[src/rtl/delay_writer_pkg.sv]
// Shared definitions for the delay-line writer and its readers (chorus, taps).
package delay_writer_pkg;
  localparam int unsigned ADDR_W_DEF = 13;
  localparam int unsigned DATA_W_DEF = 16;

  typedef enum logic [1:0] {
    IDLE,
    WAIT_AVAIL,
    WRITE,
    DONE
  } state_t;
endpackage

[src/rtl/delay_writer_ring_ptr.sv]
// Delay-line write pointer with a sticky flag marking the first full lap.
module ring_ptr
  import delay_writer_pkg::*;
#(
  parameter int unsigned ADDR_W = ADDR_W_DEF
) (
  input  logic              clk,
  input  logic              rst,
  input  logic              advance,
  output logic [ADDR_W-1:0] ptr,
  output logic              wrapped
);
  always_ff @(posedge clk) begin
    if (rst) begin
      ptr     <= '0;
      wrapped <= 1'b0;
    end else if (advance) begin
      ptr <= ptr + ADDR_W'(1);
      if (ptr == '1) wrapped <= 1'b1;
    end
  end
endmodule

[src/rtl/delay_writer.sv]
// Appends one sample per granted turn to the SRAM-backed delay line,
// with a bounded wait on the SRAM controller.
module delay_writer
  import delay_writer_pkg::*;
#(
  parameter int unsigned ADDR_W  = ADDR_W_DEF,
  parameter int unsigned DATA_W  = DATA_W_DEF,
  parameter int unsigned TIMEOUT = 255
) (
  input  logic              clk,
  input  logic              rst,
  input  logic              cs,
  input  logic              my_turn,
  input  logic [DATA_W-1:0] data_in,
  input  logic              sram_available,
  input  logic              sram_write_finish,
  output logic              sram_wr,
  output logic [ADDR_W-1:0] sram_offset,
  output logic [DATA_W-1:0] sram_data_out,
  output logic              done,
  output logic [ADDR_W-1:0] wr_ptr,
  output logic              wrapped,
  output logic              error
);
  localparam int unsigned CNT_W = (TIMEOUT < 1) ? 1 : $clog2(TIMEOUT + 1);

  state_t           state;
  logic [CNT_W-1:0] cnt;
  logic             advance;

  // The pointer only moves on a genuine completion; a timeout leaves it alone.
  assign advance = (state == WRITE) && sram_write_finish;

  ring_ptr #(.ADDR_W(ADDR_W)) u_ring_ptr (
    .clk     (clk),
    .rst     (rst),
    .advance (advance),
    .ptr     (wr_ptr),
    .wrapped (wrapped)
  );

  always_ff @(posedge clk) begin
    if (rst) begin
      state         <= IDLE;
      sram_wr       <= 1'b0;
      sram_offset   <= '0;
      sram_data_out <= '0;
      done          <= 1'b0;
      error         <= 1'b0;
      cnt           <= '0;
    end else begin
      done <= 1'b0;
      case (state)
        IDLE: begin
          if (cs && my_turn) begin
            sram_data_out <= data_in;
            cnt           <= '0;
            if (sram_available) begin
              state       <= WRITE;
              sram_wr     <= 1'b1;
              sram_offset <= wr_ptr;
            end else begin
              state <= WAIT_AVAIL;
            end
          end
        end
        WAIT_AVAIL: begin
          if (sram_available) begin
            state       <= WRITE;
            sram_wr     <= 1'b1;
            sram_offset <= wr_ptr;
            cnt         <= '0;
          end else if (cnt == CNT_W'(TIMEOUT)) begin
            error <= 1'b1;
            done  <= 1'b1;
            state <= DONE;
          end else begin
            cnt <= cnt + CNT_W'(1);
          end
        end
        WRITE: begin
          if (sram_write_finish) begin
            sram_wr <= 1'b0;
            done    <= 1'b1;
            state   <= DONE;
          end else if (cnt == CNT_W'(TIMEOUT)) begin
            sram_wr <= 1'b0;
            error   <= 1'b1;
            done    <= 1'b1;
            state   <= DONE;
          end else begin
            cnt <= cnt + CNT_W'(1);
          end
        end
        DONE: begin
          // done was raised on entry; it falls here via the default above.
          cnt   <= '0;
          state <= IDLE;
        end
        default: state <= IDLE;
      endcase
    end
  end
endmodule

[config.mk]
export PLATFORM = sky130hd
export DESIGN_NAME = delay_writer
export DESIGN_NICKNAME = d
export VERILOG_FILES = /design/src/rtl/delay_writer_pkg.sv /design/src/rtl/delay_writer_ring_ptr.sv /design/src/rtl/delay_writer.sv
export SDC_FILE = /design/constraint.sdc
export NUM_CORES = 1
export LEC_CHECK = 0
export CAP_MARGIN = 15
export CELL_PAD_IN_SITES_DETAIL_PLACEMENT = 1
export CELL_PAD_IN_SITES_GLOBAL_PLACEMENT = 1
export CORE_ASPECT_RATIO = 1.25
export CORE_UTILIZATION = 34
export DETAILED_ROUTE_END_ITERATION = 16
export MAX_ROUTING_LAYER = met4
export PLACE_DENSITY = 0.75
export SLEW_MARGIN = 20
export SYNTH_ARGS = -nofsm -noshare
export SYNTH_HDL_FRONTEND = slang
export SYNTH_SLANG_ARGS = --single-unit
[constraint.sdc]
create_clock -name clk -period 2.3 [get_ports clk]
set_input_delay 0.69 -clock clk [delete_from_list [all_inputs] [get_ports clk]]
set_output_delay 0.69 -clock clk [all_outputs]
set_load 0.005 [all_outputs]
==> impl_metrics.tcl, run 1 <==
set metrics [dict create \
    clock_latency_ns 0.32 \
    place_area_um2 3200 \
    maxCapViolCount 0 \
    grt_pass1_wl_um 10500 \
    drive_gt1_share_pct 7.76 \
    cts_setup_buffers 0 \
    ctsHoldBuffers 0 \
    fmax_mhz 477 \
    cts_root_buffer "clkbuf_8" \
    design.core.area_um2 6690 \
    drc 0 \
    grt_max_degree 35 \
    finalMaxSlewViolations 0 \
    cp-start-kind "flip-flop" \
    crit_path_max_incr_delay_ns 0.56 \
    syn_inst 286 \
    syn_avg_cell_area_um2 8.34 \
    slowest_stage "clkdlybuf4s50_1" \
    via_per_inst 4.95 \
    setup_ws_ns 0.204 \
    r2r_cells 7 \
    status "complete, no violations" \
    area_growth_pct 37.9 \
    netlist_area_um2 2380 \
    pre_cts_ws_ns 0.122 \
    die_y_um 95.6 \
    holdPathStages 2 \
    antenna_found_initial 0 \
    ir_worst_vdd_v 0.000316 \
    tns_ns 0 \
    hold_path_startpoint "sram_offset[0]$_SDFFE_PP0P_" \
    crit_required_ns 1.61 \
    yosysTopAreaCell "dfxtp_1" \
    cts_buffers 5 \
    diodes 0 \
    hold_viol 0 \
    clock_skew_ns 0.00777 \
    post-route-period-util_pct 91.1 \
    clockBufferDepth 2 \
    cts_resized 0 \
    die_x_um 76.9 \
    cp_cell_sequence "clkdlybuf4s50_1" \
    dr.pass1.iters 4 \
    nNetsFinal 389 \
    ys_ff_latch 56 \
    end_kind "output pin" \
    r2r-start "state[0]$_SDFFE_PP0P_" \
    drtAntennaViolNets 0 \
    rr_endpoint "cnt[6]$_SDFFE_PP0P_" \
    cts.sinks 56 \
    grt_usage_pct 18.4 \
    worst-path-buf-inv 1 \
    setup_viol_count_final 0 \
    grt_setup_unrepaired "false" \
    maxSlewHeadroom_pct 75.9 \
    cts_tree "done" \
    leakage_nw 1.17 \
    power_density_nw_per_um2 717 \
    dpl.hpwl_um 4580 \
    routed_wl_um 6290 \
    pin_count 68 \
    grt_overflow 0 \
    synth_top_cells_by_area "dfxtp_1, nand2_1, a21oi_1" \
    min_to "sram_offset[0]$_SDFFE_PP0P_" \
    portBuffers 67 \
    yosys_warnings 0 \
    hp-class "reg2reg" \
    cp_max_fo 8 \
    crit_family "buffers and inverters" \
    drtIter0Drc 73 \
    yosysSeqAreaShare_pct 47.0 \
    worstSetupPathType "reg2out" \
    clkSlewWorstSetupHoldPaths_ns 0.10 \
    gp_congestion 0.732 \
    postLayoutCellArea_um2 3290 \
    htreeDepth 2 \
    synth_top_area_share_pct 47.0 \
    dieArea_um2 7360 \
    worst_pin_slew_ns 0.361 \
    grt_pass1_vias 2252 \
    arrival_ns 1.41 \
    num_rows 33 \
    vias 2218 \
    ys_types 41 \
    syn-num-nets 315 \
    reg2reg_slack_ns 0.45 \
    period_needed_ns 2.10 \
    fin_total_pwr_mw 2.36 \
    initial_core_util_pct 35.7 \
    wl_per_cell_um 14.0 \
]
## cells in the mapped netlist
cell type and number:
nand2_1 70, dfxtp_1 56, a21oi_1 35, nor2_1 19, clkbuf_1 8, nor3_1 8, xnor2_1 8, ha_1 7
inv_1 7, nand3_1 7, o21ai_0 7, buf_2 4, nor2b_1 4, or3_1 4, xor2_1 4, a211oi_1 3
a31oi_1 3, nand4_1 3, nor4_1 3, and4_1 2, nor4_2 2, o211a_1 2, o31ai_1 2, a21bo_4 1
a21boi_1 1, a22o_1 1, and2_1 1, and3_1 1, buf_6 1, mux2i_1 1, nand2b_1 1, nand4_2 1
nand4_4 1, nor2_2 1, o211ai_1 1, o211ai_2 1, o21a_1 1, o21ai_1 1, o21bai_1 1, o221ai_1 1
or4_1 1
## placed cells by master (no fill, tap or decap), types with 2 or more instances in the layout
cell type / instances
nand2_1: 70
clkdlybuf4s50_1: 66
dfxtp_1: 56
a21oi_1: 35
nor2_1: 19
buf_4: 13
nor3_1: 8
xnor2_1: 8
inv_1: 7
o21ai_0: 7
nand3_1: 7
ha_1: 7
clkbuf_8: 6
nor2b_1: 4
or3_1: 4
xor2_1: 4
nand4_1: 3
nor4_1: 3
a31oi_1: 3
a211oi_1: 3
nor4_2: 2
o31ai_1: 2
and4_1: 2
o211a_1: 2
## where the power goes
part / internal (mW) / total [mW] / switching (mW) / leakage [nW]
Sequential: 1.03 / 1.08 / 0.0532 / 0.453
Clock: 0.246 / 0.576 / 0.331 / 0.0445
Combinational: 0.317 / 0.699 / 0.382 / 0.668
## layout make-up
type	count	area, um^2
Clock buffer	7	86.3
Clock inverter	1	7.51
Fill cell	821	3400
Inverter	7	26.3
Multi-Input combinational cell	210	1180
Sequential cell	56	1120
Tap cell	87	109
Timing Repair Buffer	80	763
## stage by stage
stage	cells	util [%]	hold slack, ns
after floorplan	286	-	0.453
after global placement	440	47.8	0.442
after detailed placement	440	47.8	0.448
after CTS	448	49.2	0.463
after global routing	448	49.2	0.476
final	448	49.2	0.460
## registers in the layout, indices dropped and copies added, names as in the netlist
name / cells
cnt: 8
done: 1
error: 1
sram_data_out: 16
sram_offset: 13
sram_wr: 1
state: 2
u_ring_ptr.ptr: 13
u_ring_ptr.wrapped: 1
## cell families (layout without fill, tap and decap cells)
| kind of cell | Yosys count | in the layout | synth area share [%] |
|---|---|---|---|
| and+or+nand+nor | 129 | 129 | 25.4 |
| AOI/OAI and AO/OA | 61 | 61 | 15.4 |
| DFF | 56 | 56 | 47.0 |
| buffers and inverters | 20 | 95 | 3.67 |
| xor gates and xnor gates | 12 | 12 | 4.41 |
| adders and majority gates | 7 | 7 | 3.67 |
| muxes | 1 | 1 | 0.420 |
## worst max-delay path by stage
stage	from	to	slack, ns	cells after the start
floorplan	state[0]$_SDFFE_PP0P_	cnt[7]$_SDFFE_PP0P_	0.65	8
CTS	u_ring_ptr.ptr[3]$_SDFFE_PP0P_	wr_ptr[3]	0.19	1
global route	u_ring_ptr.ptr[3]$_SDFFE_PP0P_	wr_ptr[3]	0.12	1
global placement	cs	cnt[3]$_SDFFE_PP0P_	0.18	5
finish	u_ring_ptr.ptr[3]$_SDFFE_PP0P_	wr_ptr[3]	0.20	1
detailed placement	cs	cnt[5]$_SDFFE_PP0P_	0.12	5
## per-layer routing
layer | GRT usage [%] | share of wire (%) | vias to the layer above
met5 | - | 0 | -
met4 | 6.73 | 0.75 | 0
met3 | 3.25 | 4.3 | 4
met2 | 33.0 | 50 | 58
met1 | 20.6 | 45 | 1037
li1 | - | - | 1119
(Power assumes the default switching activity.)
==> run 2, diff against run 1 <==
ABC_AREA = 1   (was unset)
MAX_ROUTING_LAYER = unset   (was met4)
PLACE_DENSITY = 0.77   (was 0.75)
==> run 2 against run 1 <==
Cell count grew 9.8%; power grew 21%; fmax grew 7.3%; global-route usage shrank 0.55 points; first-iteration DRC count shrank 38%; utilization shrank 1.2 points; synthesized area grew 2.9%; clock power grew 11%; largest cell class is now flip-flops and latches.
==> impl_metrics.tcl, run 2 <==
set metrics [dict create \
    syn_avg_cell_area_um2 7.44 \
    grt_pass1_vias 2420 \
    num_rows 34 \
    status "complete, no violations" \
    pin_count 68 \
    yosysTopAreaCell "dfxtp_1" \
    crit_family "buffers and inverters" \
    final_common_cell "clkdlybuf4s50_1" \
    cp_cell_sequence "clkdlybuf4s50_1" \
    cts_tree "done" \
    arrival_ns 1.26 \
    grt_setup_unrepaired "false" \
    die_y_um 97.0 \
    portBuffers 67 \
    slowest_stage "clkdlybuf4s50_1" \
    antenna_found_initial 0 \
    reg2reg_slack_ns 0.56 \
    ir_worst_vdd_v 0.000429 \
    fin_total_pwr_mw 2.85 \
    maxCapViolCount 0 \
    p_clk_share_pct 22.5 \
    synth_top_cells_by_area "dfxtp_1, a21oi_1, nand2_1" \
    maxSlewHeadroom_pct 81.6 \
    tns_ns 0 \
    layout_common_cells "clkdlybuf4s50_1, dfxtp_1, nand2_1, inv_1, a21oi_1" \
    area_growth_pct 36.5 \
    synth_top_area_share_pct 45.7 \
    switching_share_pct 33.6 \
    holdPathStages 2 \
    gp_congestion 0.809 \
    syn_inst 330 \
    grt_pass1_wl_um 11000 \
    cp_max_fo 4 \
    largest-register "sram_data_out" \
    power.share.sequential_pct 42.9 \
    ys_ff_latch 56 \
    die_x_um 78.0 \
    ys_types 33 \
    setup_viol_count_final 0 \
    drtAntennaViolNets 0 \
    power.switching_mw 0.956 \
    yosys_warnings 0 \
    hp-class "reg2reg" \
    worst-path-buf-inv 1 \
    cts_resized 0 \
    combPwrFrac_pct 34.6 \
    cts_buffers 5 \
    drive_gt1_share_pct 7.71 \
    hold_path_startpoint "sram_data_out[14]$_SDFFE_PP0P_" \
    dr.pass1.iters 4 \
    wl_per_cell_um 13.0 \
    crit_required_ns 1.61 \
    power.internal_mw 1.89 \
    leakage_nw 1.28 \
    initial_core_util_pct 35.2 \
    worst_pin_slew_ns 0.276 \
    via_per_inst 4.82 \
    place_area_um2 3240 \
    largestRegisters "sram_data_out: 16 flops, sram_offset: 13 flops, u_ring_ptr.ptr: 13 flops" \
    crit_path_max_incr_delay_ns 0.53 \
    period_needed_ns 1.95 \
    r2r_cells 10 \
    cts_root_buffer "clkbuf_8" \
    ctsHoldBuffers 0 \
    synth_most_common_cell "dfxtp_1" \
    min_to "sram_data_out[14]$_SDFFE_PP0P_" \
    yosysSeqAreaShare_pct 45.7 \
    syn-num-nets 359 \
    synth_edf_count 0 \
    routed_wl_um 6370 \
    clockBufferDepth 2 \
    post-route-period-util_pct 85.0 \
    rr_endpoint "cnt[3]$_SDFFE_PP0P_" \
    drtIter0Drc 45 \
    cts.sinks 56 \
    r2r-start "state[0]$_SDFFE_PP0P_" \
    nNetsFinal 430 \
    synth_common_cells "dfxtp_1, nand2_1, inv_1" \
    end_kind "output pin" \
    hold_viol 0 \
    drc 0 \
    vias 2373 \
    fmax_mhz 512 \
    design.core.area_um2 6980 \
    htreeDepth 2 \
    grt_max_degree 33 \
    utilization_pct 48.0 \
    diodes 0 \
    power_density_nw_per_um2 851 \
    worstSetupPathType "reg2out" \
    grt_overflow 0 \
    clock_latency_ns 0.31 \
    synthFlopType "dfxtp_1" \
    finalMaxSlewViolations 0 \
    dieArea_um2 7560 \
    clock_skew_ns 0.00658 \
    cp-start-kind "flip-flop" \
    dpl.hpwl_um 4870 \
    cts_setup_buffers 0 \
    synth-async-reset-ratio_pct 0 \
    clkSlewWorstSetupHoldPaths_ns 0.10 \
    grt_usage_pct 17.9 \
    netlist_area_um2 2450 \
    largest_reg_flops 16 \
    postLayoutCellArea_um2 3350 \
]
==> run 2: changes by cell type after synthesis, sizes merged, moves of 3 or more <==
cell,delta
inv,+43
o21ai,+34
nor2,+18
nand2,-14
xnor2,-8
a21oi,+7
nor2b,-4
nor4,-4
or3,-4
a31oi,-3
clkbuf,-3
==> run 2: routing by layer <==
layer | vias to the layer above | wire [um] | GRT usage [%]
li1 | 1199 | - | -
met5 | - | 0 | 0
met2 | 52 | 3110 | 32.5
met1 | 1115 | 2950 | 21.1
met4 | 0 | 63 | 5.98
met3 | 7 | 244 | 2.83
==> run 2: through the flow <==
stage	instances	hold slack (ns)	setup WS [ns]
final	492	0.447	0.346
after global routing	492	0.468	0.265
after CTS	492	0.453	0.326
after detailed placement	484	0.438	0.0607
after global placement	484	0.430	0.107
after floorplan	330	0.440	0.760
==> run 2: power groups by stage <==
| stage | Sequential, mW | Combinational (mW) | Clock, mW |
|---|---|---|---|
| floorplan | 1.24 | 0.553 | 0 |
| global placement | 1.24 | 0.958 | 0 |
| detailed placement | 1.25 | 0.989 | 0 |
| CTS | 1.23 | 0.996 | 0.672 |
| global route | 1.24 | 1.12 | 0.709 |
| finish | 1.22 | 0.985 | 0.641 |
==> run 2: worst reg2reg max path, cell delays in order (launching register included) <==
cell	delay, ns
dfxtp_1	0.39
inv_1	0.12
ha_1	0.23
nand2_1	0.12
buf_4	0.15
nand2_2	0.08
inv_2	0.11
nand2_2	0.11
nor2_2	0.14
xor2_1	0.16
nor2_1	0.05
==> run 2: layout make-up <==
type | instances | area, um^2
inverters | 50 | 188
fillers | 896 | 3630
well taps | 90 | 113
multi-input cells | 213 | 1090
repair buffers | 75 | 731
clock buffers | 6 | 72.6
flip-flops and latches | 56 | 1120
clock inverters | 2 | 35.0
==> run 2: how the worst max path moves through the flow <==
stage / from / endpoint / slack (ns) / cells past startpoint
global route: sram_write_finish / u_ring_ptr.ptr[9]$_SDFFE_PP0P_ / 0.26 / 10
CTS: u_ring_ptr.ptr[10]$_SDFFE_PP0P_ / wr_ptr[10] / 0.33 / 1
detailed placement: sram_write_finish / u_ring_ptr.ptr[9]$_SDFFE_PP0P_ / 0.06 / 10
floorplan: sram_write_finish / cnt[3]$_SDFFE_PP0P_ / 0.76 / 8
finish: u_ring_ptr.ptr[10]$_SDFFE_PP0P_ / wr_ptr[10] / 0.35 / 1
global placement: cs / cnt[3]$_SDFFE_PP0P_ / 0.11 / 9
==> run 2: logic make-up after synthesis <==
| family | share of synthesized area (%) |
|---|---|
| buf+inv | 9.94 |
| flops | 45.7 |
| fa+ha+maj | 3.57 |
| compound gates | 19.7 |
| simple gates | 20.3 |
| xor+xnor | 0.714 |
